`src/rtl/fixed_divide_seq_pkg.sv`:
```
// Shared types and helpers for the sequential fixed-point divider.
// Limit and magnitude helpers work on 64-bit words; callers truncate to their own width.
package fixed_pkg;

    typedef enum logic [1:0] {
        IDLE = 2'd0,
        CALC = 2'd1,
        FIN  = 2'd2
    } state_t;

    // Largest positive value of an n-bit two's-complement word.
    function automatic logic [63:0] sat_pos_mag(input int n);
        return (64'd1 << (n - 1)) - 64'd1;
    endfunction

    // Magnitude of the most negative n-bit value; its bit pattern is also that value.
    function automatic logic [63:0] sat_neg_mag(input int n);
        return 64'd1 << (n - 1);
    endfunction

    // Magnitude of a sign-extended word.
    function automatic logic [63:0] abs_mag(input logic [63:0] x);
        return x[63] ? (~x + 64'd1) : x;
    endfunction

endpackage

```
`src/rtl/fixed_divide_seq_if.sv`:
```
// Operand/result handshake bundle for fixed_divide_seq.
interface fixed_divide_seq_if #(
    parameter int width_H = 5,
    parameter int width_W = 20
);
    localparam int N = width_H + width_W;

    logic         data_i_en;
    logic [N-1:0] data_i;
    logic [N-1:0] div_i;
    logic         ready_o;
    logic         data_o_en;
    logic [N-1:0] data_o;
    logic         ovf_o;
    logic         dz_o;

    modport master (
        output data_i_en, data_i, div_i,
        input  ready_o, data_o_en, data_o, ovf_o, dz_o
    );

    modport slave (
        input  data_i_en, data_i, div_i,
        output ready_o, data_o_en, data_o, ovf_o, dz_o
    );
endinterface

```
`src/rtl/fixed_divide_seq_core.sv`:
```
// Unsigned radix-2 restoring divider: one quotient bit per clock, QB iterations.
// Quotient bits shift into the low end of the dividend register as it empties.
module divide_core #(
    parameter int N  = 25,
    parameter int QB = 45
) (
    input  logic          clk,
    input  logic          rst,
    input  logic          start_i,
    input  logic [QB-1:0] dvd_i,
    input  logic [N-1:0]  div_i,
    output logic          done_o,
    output logic [QB-1:0] quot_o
);
    localparam int CW = $clog2(QB);

    logic [N-1:0]  rem_r;
    logic [N-1:0]  div_r;
    logic [QB-1:0] dvd_r;
    logic [CW-1:0] cnt_r;
    logic          busy_r;

    logic [N:0]    shifted_s;
    logic [N:0]    trial_s;
    logic          qbit_s;
    logic          last_s;

    // Trial subtraction; remainder < divisor <= 2^(N-1), so N+1 bits never wrap.
    always_comb begin
        shifted_s = {rem_r, dvd_r[QB-1]};
        trial_s   = shifted_s - {1'b0, div_r};
        qbit_s    = ~trial_s[N];
        last_s    = busy_r && (cnt_r == CW'(QB - 1));
    end

    // Iteration registers.
    always_ff @(posedge clk) begin
        if (rst) begin
            rem_r  <= {N{1'b0}};
            div_r  <= {N{1'b0}};
            dvd_r  <= {QB{1'b0}};
            cnt_r  <= {CW{1'b0}};
            busy_r <= 1'b0;
        end else if (start_i) begin
            rem_r  <= {N{1'b0}};
            div_r  <= div_i;
            dvd_r  <= dvd_i;
            cnt_r  <= {CW{1'b0}};
            busy_r <= 1'b1;
        end else if (busy_r) begin
            rem_r <= qbit_s ? trial_s[N-1:0] : shifted_s[N-1:0];
            dvd_r <= {dvd_r[QB-2:0], qbit_s};
            if (last_s) begin
                busy_r <= 1'b0;
                cnt_r  <= {CW{1'b0}};
            end else begin
                cnt_r  <= cnt_r + CW'(1);
            end
        end
    end

    assign done_o = last_s;
    assign quot_o = dvd_r;

endmodule

```
`src/rtl/fixed_divide_seq.sv`:
```
// Signed Q(width_H).(width_W) sequential divider with saturation and divide-by-zero flag.
// Wraps the unsigned core with sign handling and the IDLE/CALC/FIN handshake FSM.
module fixed_divide_seq
    import fixed_pkg::*;
#(
    parameter int width_H = 5,
    parameter int width_W = 20
) (
    input logic               clk,
    input logic               rst,
    fixed_divide_seq_if.slave bus
);
    localparam int N  = width_H + width_W;
    localparam int QB = N + width_W;

    localparam logic [N-1:0]  POS_LIM   = N'(sat_pos_mag(N));
    localparam logic [N-1:0]  NEG_LIM   = N'(sat_neg_mag(N));
    localparam logic [QB-1:0] POS_MAG_Q = QB'(sat_pos_mag(N));
    localparam logic [QB-1:0] NEG_MAG_Q = QB'(sat_neg_mag(N));

    state_t        state_r;
    state_t        state_nxt_s;
    logic          start_s;
    logic          core_done_s;

    logic [N-1:0]  dvd_mag_s;
    logic [N-1:0]  div_mag_s;
    logic [QB-1:0] dvd_load_s;
    logic [QB-1:0] quot_s;

    logic          sign_r;
    logic          data_neg_r;
    logic          dz_lat_r;

    logic [N-1:0]  res_s;
    logic          res_ovf_s;
    logic          res_dz_s;

    logic          ready_r;
    logic          data_o_en_r;
    logic [N-1:0]  data_o_r;
    logic          ovf_r;
    logic          dz_r;

    // Operand magnitudes; -2^(N-1) maps to the unsigned value 2^(N-1).
    always_comb begin
        dvd_mag_s  = N'(abs_mag({{(64-N){bus.data_i[N-1]}}, bus.data_i}));
        div_mag_s  = N'(abs_mag({{(64-N){bus.div_i[N-1]}}, bus.div_i}));
        dvd_load_s = {{(QB-N){1'b0}}, dvd_mag_s} << width_W;
    end

    divide_core #(
        .N  (N),
        .QB (QB)
    ) divide_core_u (
        .clk     (clk),
        .rst     (rst),
        .start_i (start_s),
        .dvd_i   (dvd_load_s),
        .div_i   (div_mag_s),
        .done_o  (core_done_s),
        .quot_o  (quot_s)
    );

    // Next-state logic; operands are only taken while idle.
    always_comb begin
        state_nxt_s = state_r;
        start_s     = 1'b0;
        case (state_r)
            IDLE: begin
                if (bus.data_i_en) begin
                    start_s     = 1'b1;
                    state_nxt_s = CALC;
                end else begin
                    state_nxt_s = IDLE;
                end
            end
            CALC: begin
                if (core_done_s) begin
                    state_nxt_s = FIN;
                end else begin
                    state_nxt_s = CALC;
                end
            end
            FIN:     state_nxt_s = IDLE;
            default: state_nxt_s = IDLE;
        endcase
    end

    // State register.
    always_ff @(posedge clk) begin
        if (rst) begin
            state_r <= IDLE;
        end else begin
            state_r <= state_nxt_s;
        end
    end

    // Sign bookkeeping captured with the operands.
    always_ff @(posedge clk) begin
        if (rst) begin
            sign_r     <= 1'b0;
            data_neg_r <= 1'b0;
            dz_lat_r   <= 1'b0;
        end else if (start_s) begin
            sign_r     <= bus.data_i[N-1] ^ bus.div_i[N-1];
            data_neg_r <= bus.data_i[N-1];
            dz_lat_r   <= (bus.div_i == {N{1'b0}});
        end
    end

    // Re-sign the quotient magnitude, saturating when it exceeds the range for its sign.
    always_comb begin
        res_s     = {N{1'b0}};
        res_ovf_s = 1'b0;
        res_dz_s  = 1'b0;
        if (dz_lat_r) begin
            res_s    = data_neg_r ? NEG_LIM : POS_LIM;
            res_dz_s = 1'b1;
        end else if (sign_r && (quot_s > NEG_MAG_Q)) begin
            res_s     = NEG_LIM;
            res_ovf_s = 1'b1;
        end else if (!sign_r && (quot_s > POS_MAG_Q)) begin
            res_s     = POS_LIM;
            res_ovf_s = 1'b1;
        end else if (sign_r) begin
            res_s = {N{1'b0}} - quot_s[N-1:0];
        end else begin
            res_s = quot_s[N-1:0];
        end
    end

    // Registered outputs; the result is held until the next FIN.
    always_ff @(posedge clk) begin
        if (rst) begin
            ready_r     <= 1'b1;
            data_o_en_r <= 1'b0;
            data_o_r    <= {N{1'b0}};
            ovf_r       <= 1'b0;
            dz_r        <= 1'b0;
        end else begin
            ready_r     <= (state_nxt_s == IDLE);
            data_o_en_r <= (state_r == FIN);
            if (state_r == FIN) begin
                data_o_r <= res_s;
                ovf_r    <= res_ovf_s;
                dz_r     <= res_dz_s;
            end
        end
    end

    assign bus.ready_o   = ready_r;
    assign bus.data_o_en = data_o_en_r;
    assign bus.data_o    = data_o_r;
    assign bus.ovf_o     = ovf_r;
    assign bus.dz_o      = dz_r;

endmodule

```
`src/flat_wrapper.sv`:
```
// flat-port wrapper written by rule: the top's interface ports become plain ports
module fixed_divide_seq_flat import fixed_pkg::*;
#(
    parameter int width_H = 5,
    parameter int width_W = 20
)
  (clk, rst, bus_data_i_en, bus_data_i, bus_div_i, bus_ready_o, bus_data_o_en, bus_data_o, bus_ovf_o, bus_dz_o);
  fixed_divide_seq_if #(.width_H(width_H), .width_W(width_W)) bus_i ();
  input logic clk;
  input logic rst;
  input wire logic [$bits(bus_i.data_i_en)-1:0] bus_data_i_en;
  input wire logic [$bits(bus_i.data_i)-1:0] bus_data_i;
  input wire logic [$bits(bus_i.div_i)-1:0] bus_div_i;
  output wire logic [$bits(bus_i.ready_o)-1:0] bus_ready_o;
  output wire logic [$bits(bus_i.data_o_en)-1:0] bus_data_o_en;
  output wire logic [$bits(bus_i.data_o)-1:0] bus_data_o;
  output wire logic [$bits(bus_i.ovf_o)-1:0] bus_ovf_o;
  output wire logic [$bits(bus_i.dz_o)-1:0] bus_dz_o;
  assign bus_i.data_i_en = bus_data_i_en;
  assign bus_i.data_i = bus_data_i;
  assign bus_i.div_i = bus_div_i;
  assign bus_ready_o = bus_i.ready_o;
  assign bus_data_o_en = bus_i.data_o_en;
  assign bus_data_o = bus_i.data_o;
  assign bus_ovf_o = bus_i.ovf_o;
  assign bus_dz_o = bus_i.dz_o;
  fixed_divide_seq #(.width_H(width_H), .width_W(width_W)) u_core (.clk(clk), .rst(rst), .bus(bus_i));
endmodule
```
`config.mk`:
```
export PLATFORM = sky130hd
export DESIGN_NAME = fixed_divide_seq_flat
export DESIGN_NICKNAME = d
export VERILOG_FILES = /design/src/rtl/fixed_divide_seq_pkg.sv /design/src/rtl/fixed_divide_seq_if.sv /design/src/rtl/fixed_divide_seq_core.sv /design/src/rtl/fixed_divide_seq.sv /design/src/flat_wrapper.sv
export SDC_FILE = /design/constraint.sdc
export NUM_CORES = 1
export LEC_CHECK = 0
export ABC_AREA = 0
export CAP_MARGIN = 10
export CELL_PAD_IN_SITES_DETAIL_PLACEMENT = 0
export CELL_PAD_IN_SITES_GLOBAL_PLACEMENT = 1
export CORE_MARGIN = 2
export CORE_UTILIZATION = 47
export DETAILED_ROUTE_END_ITERATION = 16
export GPL_TIMING_DRIVEN = 0
export PLACE_DENSITY = 0.95
export SLEW_MARGIN = 20
export SYNTH_ARGS = -nofsm -noshare
export SYNTH_HDL_FRONTEND = slang
export SYNTH_SLANG_ARGS = --single-unit
export TNS_END_PERCENT = 30
```
`constraint.sdc`:
```
create_clock -name clk -period 7.15 [get_ports clk]
set_clock_uncertainty 0.15 [all_clocks]
set_input_delay 0.715 -clock clk [delete_from_list [all_inputs] [get_ports clk]]
set_output_delay 0.715 -clock clk [all_outputs]
set_load 0.01 [all_outputs]
```
==> summary.md, run 1 <==
| Metric | Value |
|---|---|
| Vias per cell | `around 5.6` |
| Final min period | `3740 ps` |
| Final Cycle Share | `52.3%` |
| Leak | `3.67 nW` |
| HPWL Detailed | `15800 um` |
| Net Sw Frac | `32.5%` |
| H-tree levels | `4` |
| Number of synthesized flops with an enable pin | `0` |
| Yosys top cell by area | `dfxtp_1` |
| GRT Resource Usage Total | `23.7%` |
| Die height | `135 um` |
| Number of global-route vias before repair | `6992` |
| Run status | `completed` |
| Core footprint | `approximately 17000 sq um` |
| Worst-case clock buffer depth | `2` |
| Top cell type's share of synthesized area | `33.7%` |
| Pwr/cell area | `267 nW/um^2` |
| Worst Path Max Fanout | `10` |
| IO Port Bufs | `81` |
| Share of total power in combinational logic | `32.3%` |
| Antenna fix cells | `0` |
| Post-Syn Area per Cell | `8.29 sq um` |
| Antenna viol nets, final | `0` |
| Highest clock rate | `0.267 GHz` |
| Crit path arrival time | `3940 ps` |
| Setup_tns | `0 ps` |
| Synthesized instance count | `just under 1000` |
| Syn Nets | `1060` |
| Die ar. | `18300 sq um` |
| Clock tree sinks | `136` |
| Critical Path RT | `7350 ps` |
| WL/cell | `16.1 um` |
| Total grt overflow | `0` |
| Post-Route WL | `21000 um` |
| Remaining DRCs | `0` |
| Share of layout cells above drive strength 1 | `4.51%` |
| Synth Cell Area | `8080 sq um` |
| Via count | `approximately 7400` |
| Num CTS Buffers | `17` |
| Starting Density | `between 40 and 50%` |
| Postcts setup bufs | `0` |
| P&R area growth vs syn | `21.0%` |
| Max-slew headroom | `49.7%` |
| Post-CTS resize count | `0` |
| Synth area leaders | `dfxtp_1 (34%), mux2i_1 (8.2%), xnor2_1 (6.7%)` |
| VDD IR max | `0.000196 V` |
| Syn. warnings | `0` |
| Commonest non-fill, non-tap cells in the layout | `dfxtp_1 (136), nor2_1 (112), clkdlybuf4s50_1 (81)` |
| Commonest non-fill, non-tap cell in the layout | `dfxtp_1` |
| GPL Wtd Cong | `0.869` |
| Clock slew at reported path FFs | `60 ps` |
| Root Buffer | `clkbuf_16` |
| Clk Latency, worst-skew pair | `420 ps` |
| Startpoint Class | `flop` |
| Largest net degree at the start of global routing | `17` |
| Nets | `1160` |
| Least-Margin Pin Slew | `754 ps` |
| Seq pwr share | `32.2%` |
| Max-cap viol count | `0` |
| CTS hold repair buffers | `0` |
| First-pass DRT Iterations | `5` |
| Psw | `850 uW` |
| 1st-iter DRT viols | `487` |
| CTS tree | `yes` |
| Clock power share | `35.5%` |
| CP endpoint kind | `flop` |
| Synth Flop Type | `dfxtp_1` |
| Hold Path Class | `flop to flop` |
| Initial antenna violation count | `0` |
| Final count of negative-setup-slack endpoints | `0` |
| RSZ-0062 raised after global routing | `false` |
| # IOs | `82` |
| Power Internal | `1.76 mW` |
| Distinct cell type count of the synthesized netlist | `66` |
| Die X | `135 um` |
| Max-slew violations | `0` |
| Seq cells post-synth | `roughly 140` |
| Fraction of registers with async set/reset | `0%` |
| Fin Hold WS | `approximately 320 ps` |
| Hold Violations, Final | `0` |
| Seq/Total Area, Yosys | `33.7%` |
| First-pass GRT wire length | `between 30000 and 40000 um` |
| Rows | `between 40 and 50` |
| CP Class | `flop to flop` |
| Final Util | `58.6%` |
[power groups by stage]
stage | clock network (mW) | logic [mW] | registers [mW]
2_1_floorplan | 0 | 0.628 | 0.847
4_1_cts | 0.932 | 0.835 | 0.840
3_3_place_gp | 0 | 0.817 | 0.855
3_5_place_dp | 0 | 0.824 | 0.856
5_1_grt | 0.967 | 0.925 | 0.848
6_report | 0.927 | 0.845 | 0.842
[layer usage]
| layer | vias up | wire [um] | GRT usage (%) |
|---|---|---|---|
| met1 | 3431 | 9680 | 31.9 |
| met2 | 174 | 9920 | 38.8 |
| met3 | 28 | 1010 | 4.24 |
| met4 | 0 | 394 | 7.64 |
| met5 | - | 0 | 0 |
| li1 | 3725 | - | - |
[layout make-up]
class,count,area [sq um]
fillers,1522,6920
multi-input cells,733,4950
well taps,220,275
clock inverters,8,145
inverters,46,173
flip-flops and latches,136,2720
repair buffers,81,811
plain buffers,60,239
clock buffers,23,468
[synth_stat cells, types with 5 or more instances]
cell and number:
dfxtp_1 136, nor2_1 112, mux2i_1 66, xnor2_1 62, o21ai_0 58, nand2_1 52
a21oi_1 49, o22ai_1 49, clkbuf_1 46, inv_1 46, a211oi_1 34, ha_1 31
xor2_1 27, nand2b_1 15, nand4_1 14, o31ai_1 13, or3_1 12, nand3_1 9
nor3_1 9, nor4_1 9, a31oi_1 8, buf_1 8, or4_1 8, o41ai_1 7
a21o_1 6, or2_2 6, buf_2 5, nand3b_1 5, o21a_1 5
[worst paths after layout]
kind / startpoint / endpoint / slack [ps] / cells past startpoint
setup / recovery: u_core.divide_core_u.div_r[14] / u_core.divide_core_u.rem_r[22] / 3410 / 12
hold / removal: u_core.bus.dz_o / u_core.bus.dz_o / 320 / 2
setup reg to reg: u_core.divide_core_u.div_r[14] / u_core.divide_core_u.rem_r[22] / 3410 / 12
hold reg to reg: u_core.bus.dz_o / u_core.bus.dz_o / 320 / 2
[worst max-delay path, cell delays in order, from the launching register on]
cell and delay, ps:
dfxtp_1 300, inv_1 60, ha_1 260, clkbuf_1 190, and3_1 260, and2_1 210
a211oi_1 360, o211ai_1 150, a21oi_1 410, xnor2_2 330, clkbuf_1 570, o41ai_1 220
a31oi_1 210
[flip-flops by register name, summed over array words and instances, names as in the netlist]
register and flops:
u_core.dz_lat_r 1, u_core.state_r 2, u_core.divide_core_u.quot_o 45, u_core.divide_core_u.rem_r 25, u_core.bus.data_o 25, u_core.sign_r 1, u_core.divide_core_u.div_r 25, u_core.divide_core_u.busy_r 1
u_core.bus.ovf_o 1, u_core.data_neg_r 1, u_core.bus.ready_o 1, u_core.divide_core_u.cnt_r 6, u_core.bus.data_o_en 1, u_core.bus.dz_o 1
[cells by family after synthesis]
kind of cell             synth area share, %
adder cells (fa/ha/maj)                 5.05
flip-flops                              33.7
AND/OR/NAND/NOR                         16.6
buffers and inverters                   5.09
XOR/XNOR                                9.85
AO/OA/AOI/OAI                           21.4
multiplexers                            8.32
[through the flow]
step	setup slack [ps]	std cells	cell area, sq um	total power [mW]
floorplan	4080	975	8080	1.47
CTS	3500	1307	9780	2.61
global route	3210	1307	9780	2.74
detailed placement	3230	1276	9170	1.68
global placement	3300	1276	9170	1.67
finish	3410	1307	9780	2.61
No activity file was read; power rests on OpenSTA's default activity.
==> run 2, diff against run 1 <==
CORE_UTILIZATION = 43   (was 47)
PLACE_DENSITY = 0.9   (was 0.95)
clock period = 3.7 ns   (was 7.15 ns; I/O delays follow)
==> summary.md, run 2 (same netlist as run 1, synthesis figures left out) <==
| Metric | Value |
|---|---|
| Run status | `completed` |
| CP most frequent cell | `a31oi_1` |
| Critical path cell sequence | `inv_1 -> ha_1 -> fa_1 -> nand2b_1 -> a21oi_1 -> o21ai_0 -> o21ai_2 -> a31oi_1 -> mux2i_1 -> o41ai_1 -> a31oi_1` |
| Rows | `50` |
| GRT Resource Usage Total | `a little over a fifth` |
| First-pass DRT Iterations | `5` |
| Total power | `5.06 mW` |
| Max-slew headroom | `48.0%` |
| HPWL Detailed | `15900 um` |
| WL/cell | `16.0 um` |
| Largest net degree at the start of global routing | `17` |
| CP endpoint kind | `flop` |
| P&R area growth vs syn | `21.6%` |
| Crit path arrival time | `3600 ps` |
| Die height | `141 um` |
| Commonest non-fill, non-tap cells in the layout | `dfxtp_1 (136), nor2_1 (112), clkdlybuf4s50_1 (81)` |
| Critical Path RT | `3820 ps` |
| Pwr/cell area | `between 500 and 600 nW/um^2` |
| Post-Route WL | `21100 um` |
| Final count of negative-setup-slack endpoints | `0` |
| Highest clock rate | `0.288 GHz` |
| Core footprint | `18600 sq um` |
| Clock slew at reported path FFs | `about 60 ps` |
| Slowest stage delay, CP | `460 ps` |
| Top Metal Used | `met4` |
| First-pass GRT wire length | `about 35000 um` |
| Share of layout cells above drive strength 1 | `5.24%` |
| Clock tree sinks | `136` |
| 1st-iter DRT viols | `422` |
| DRT met1 WL | `roughly 9900 um` |
| Startpoint Class | `flop` |
| GPL Wtd Cong | `0.874` |
| Slowest CP cell | `o41ai_1` |
| H-tree levels | `4` |
| Max reg flops | `45` |
| Number of global-route vias before repair | `roughly 7000` |
| Hold Path Class | `flop to flop` |
| Root Buffer | `clkbuf_16` |
| Hold Violations, Final | `0` |
| Antenna viol nets, final | `0` |
| Clk Latency, worst-skew pair | `420 ps` |
| Max-slew violations | `0` |
| Max-cap viol count | `0` |
| Final Cycle Share | `a little over nine tenths` |
| Initial antenna violation count | `0` |
| Fin Hold WS | `316 ps` |
| Leak | `approximately 3.7 nW` |
| Nets | `roughly 1200` |
| Least-Margin Pin Slew | `771 ps` |
| VDD IR max | `0.000274 V` |
| Met2 WL | `9860 um` |
| Vias per cell | `between 5 and 6` |
| Via count | `7386` |
| Worst Path Max Fanout | `6` |
| Total grt overflow | `0` |
| Starting Density | `43.5%` |
| RSZ-0062 raised after global routing | `false` |
| CTS tree | `yes` |
| Met3 wire length | `972 um` |
| Worst-case clock buffer depth | `2` |
| Num CTS Buffers | `17` |
| Antenna fix cells | `0` |
| IO Port Bufs | `81` |
| Setup_tns | `0 ps` |
| Die X | `between 100 and 150 um` |
| Commonest non-fill, non-tap cell in the layout | `dfxtp_1` |
| CP Class | `flop to flop` |
| # IOs | `82` |
| Final min period | `3470 ps` |
| Remaining DRCs | `0` |
| Die ar. | `about 20000 sq um` |
==> run 2: timing repair <==
| item | CTS | global route |
|---|---|---|
| resized for setup | 0 | 5 |
| endpoints found under the setup margin | 0 | 20 |
| endpoints found under the hold margin | 0 | 0 |
| hold buffers | 0 | 0 |
| buffers inserted | 0 | 0 |
==> run 2: area by class of cell <==
type                       instances  area, sq um
buffer                            60          240
clock buffer                      19          453
clock inverter                    13          169
fill                            1715         8750
inverter                          46          173
multi-input combinational        733         4960
sequential                       136         2720
tap                              234          293
timing repair buffer              81          811
==> run 2: power by group <==
| group | internal, mW | switching [mW] | total [mW] |
|---|---|---|---|
| clock network | 1.10 | 0.676 | 1.78 |
| logic | 0.708 | 0.945 | 1.65 |
| registers | 1.56 | 0.0707 | 1.63 |
==> run 2: per-layer routing <==
metal,vias to the layer above,global-route usage [%]
met3,26,3.67
met2,173,35.7
met4,0,6.53
met1,3472,28.8
li1,3715,-
met5,-,0
==> run 2: worst paths after layout <==
| check | from | to | slack, ps | cells past startpoint |
|---|---|---|---|---|
| max reg2reg | u_core.divide_core_u.quot_o[44] | u_core.divide_core_u.rem_r[22] | 230 | 11 |
| min reg2reg | u_core.bus.dz_o | u_core.bus.dz_o | 320 | 2 |
| min | u_core.bus.dz_o | u_core.bus.dz_o | 320 | 2 |
| max | u_core.divide_core_u.quot_o[44] | u_core.divide_core_u.rem_r[22] | 230 | 11 |
==> run 2: through the flow <==
stage	instances	instance area [sq um]	setup WS (ps)	utilization, %
6_report	1322	9830	228	52.9
5_1_grt	1322	9830	58.5	52.9
4_1_cts	1322	9810	28.9	52.8
3_5_place_dp	1290	9180	44.7	49.4
3_3_place_gp	1290	9180	81.4	49.4
2_1_floorplan	975	8080	664	-
==> run 2: worst max-delay path, delay by kind of cell (launching register included) <==
family	cells	cell delay, ps
buffers and inverters	1	60
AO/OA/AOI/OAI	6	1750
AND/OR/NAND/NOR	1	190
flip-flops	1	380
adder cells (fa/ha/maj)	2	610
multiplexers	1	170
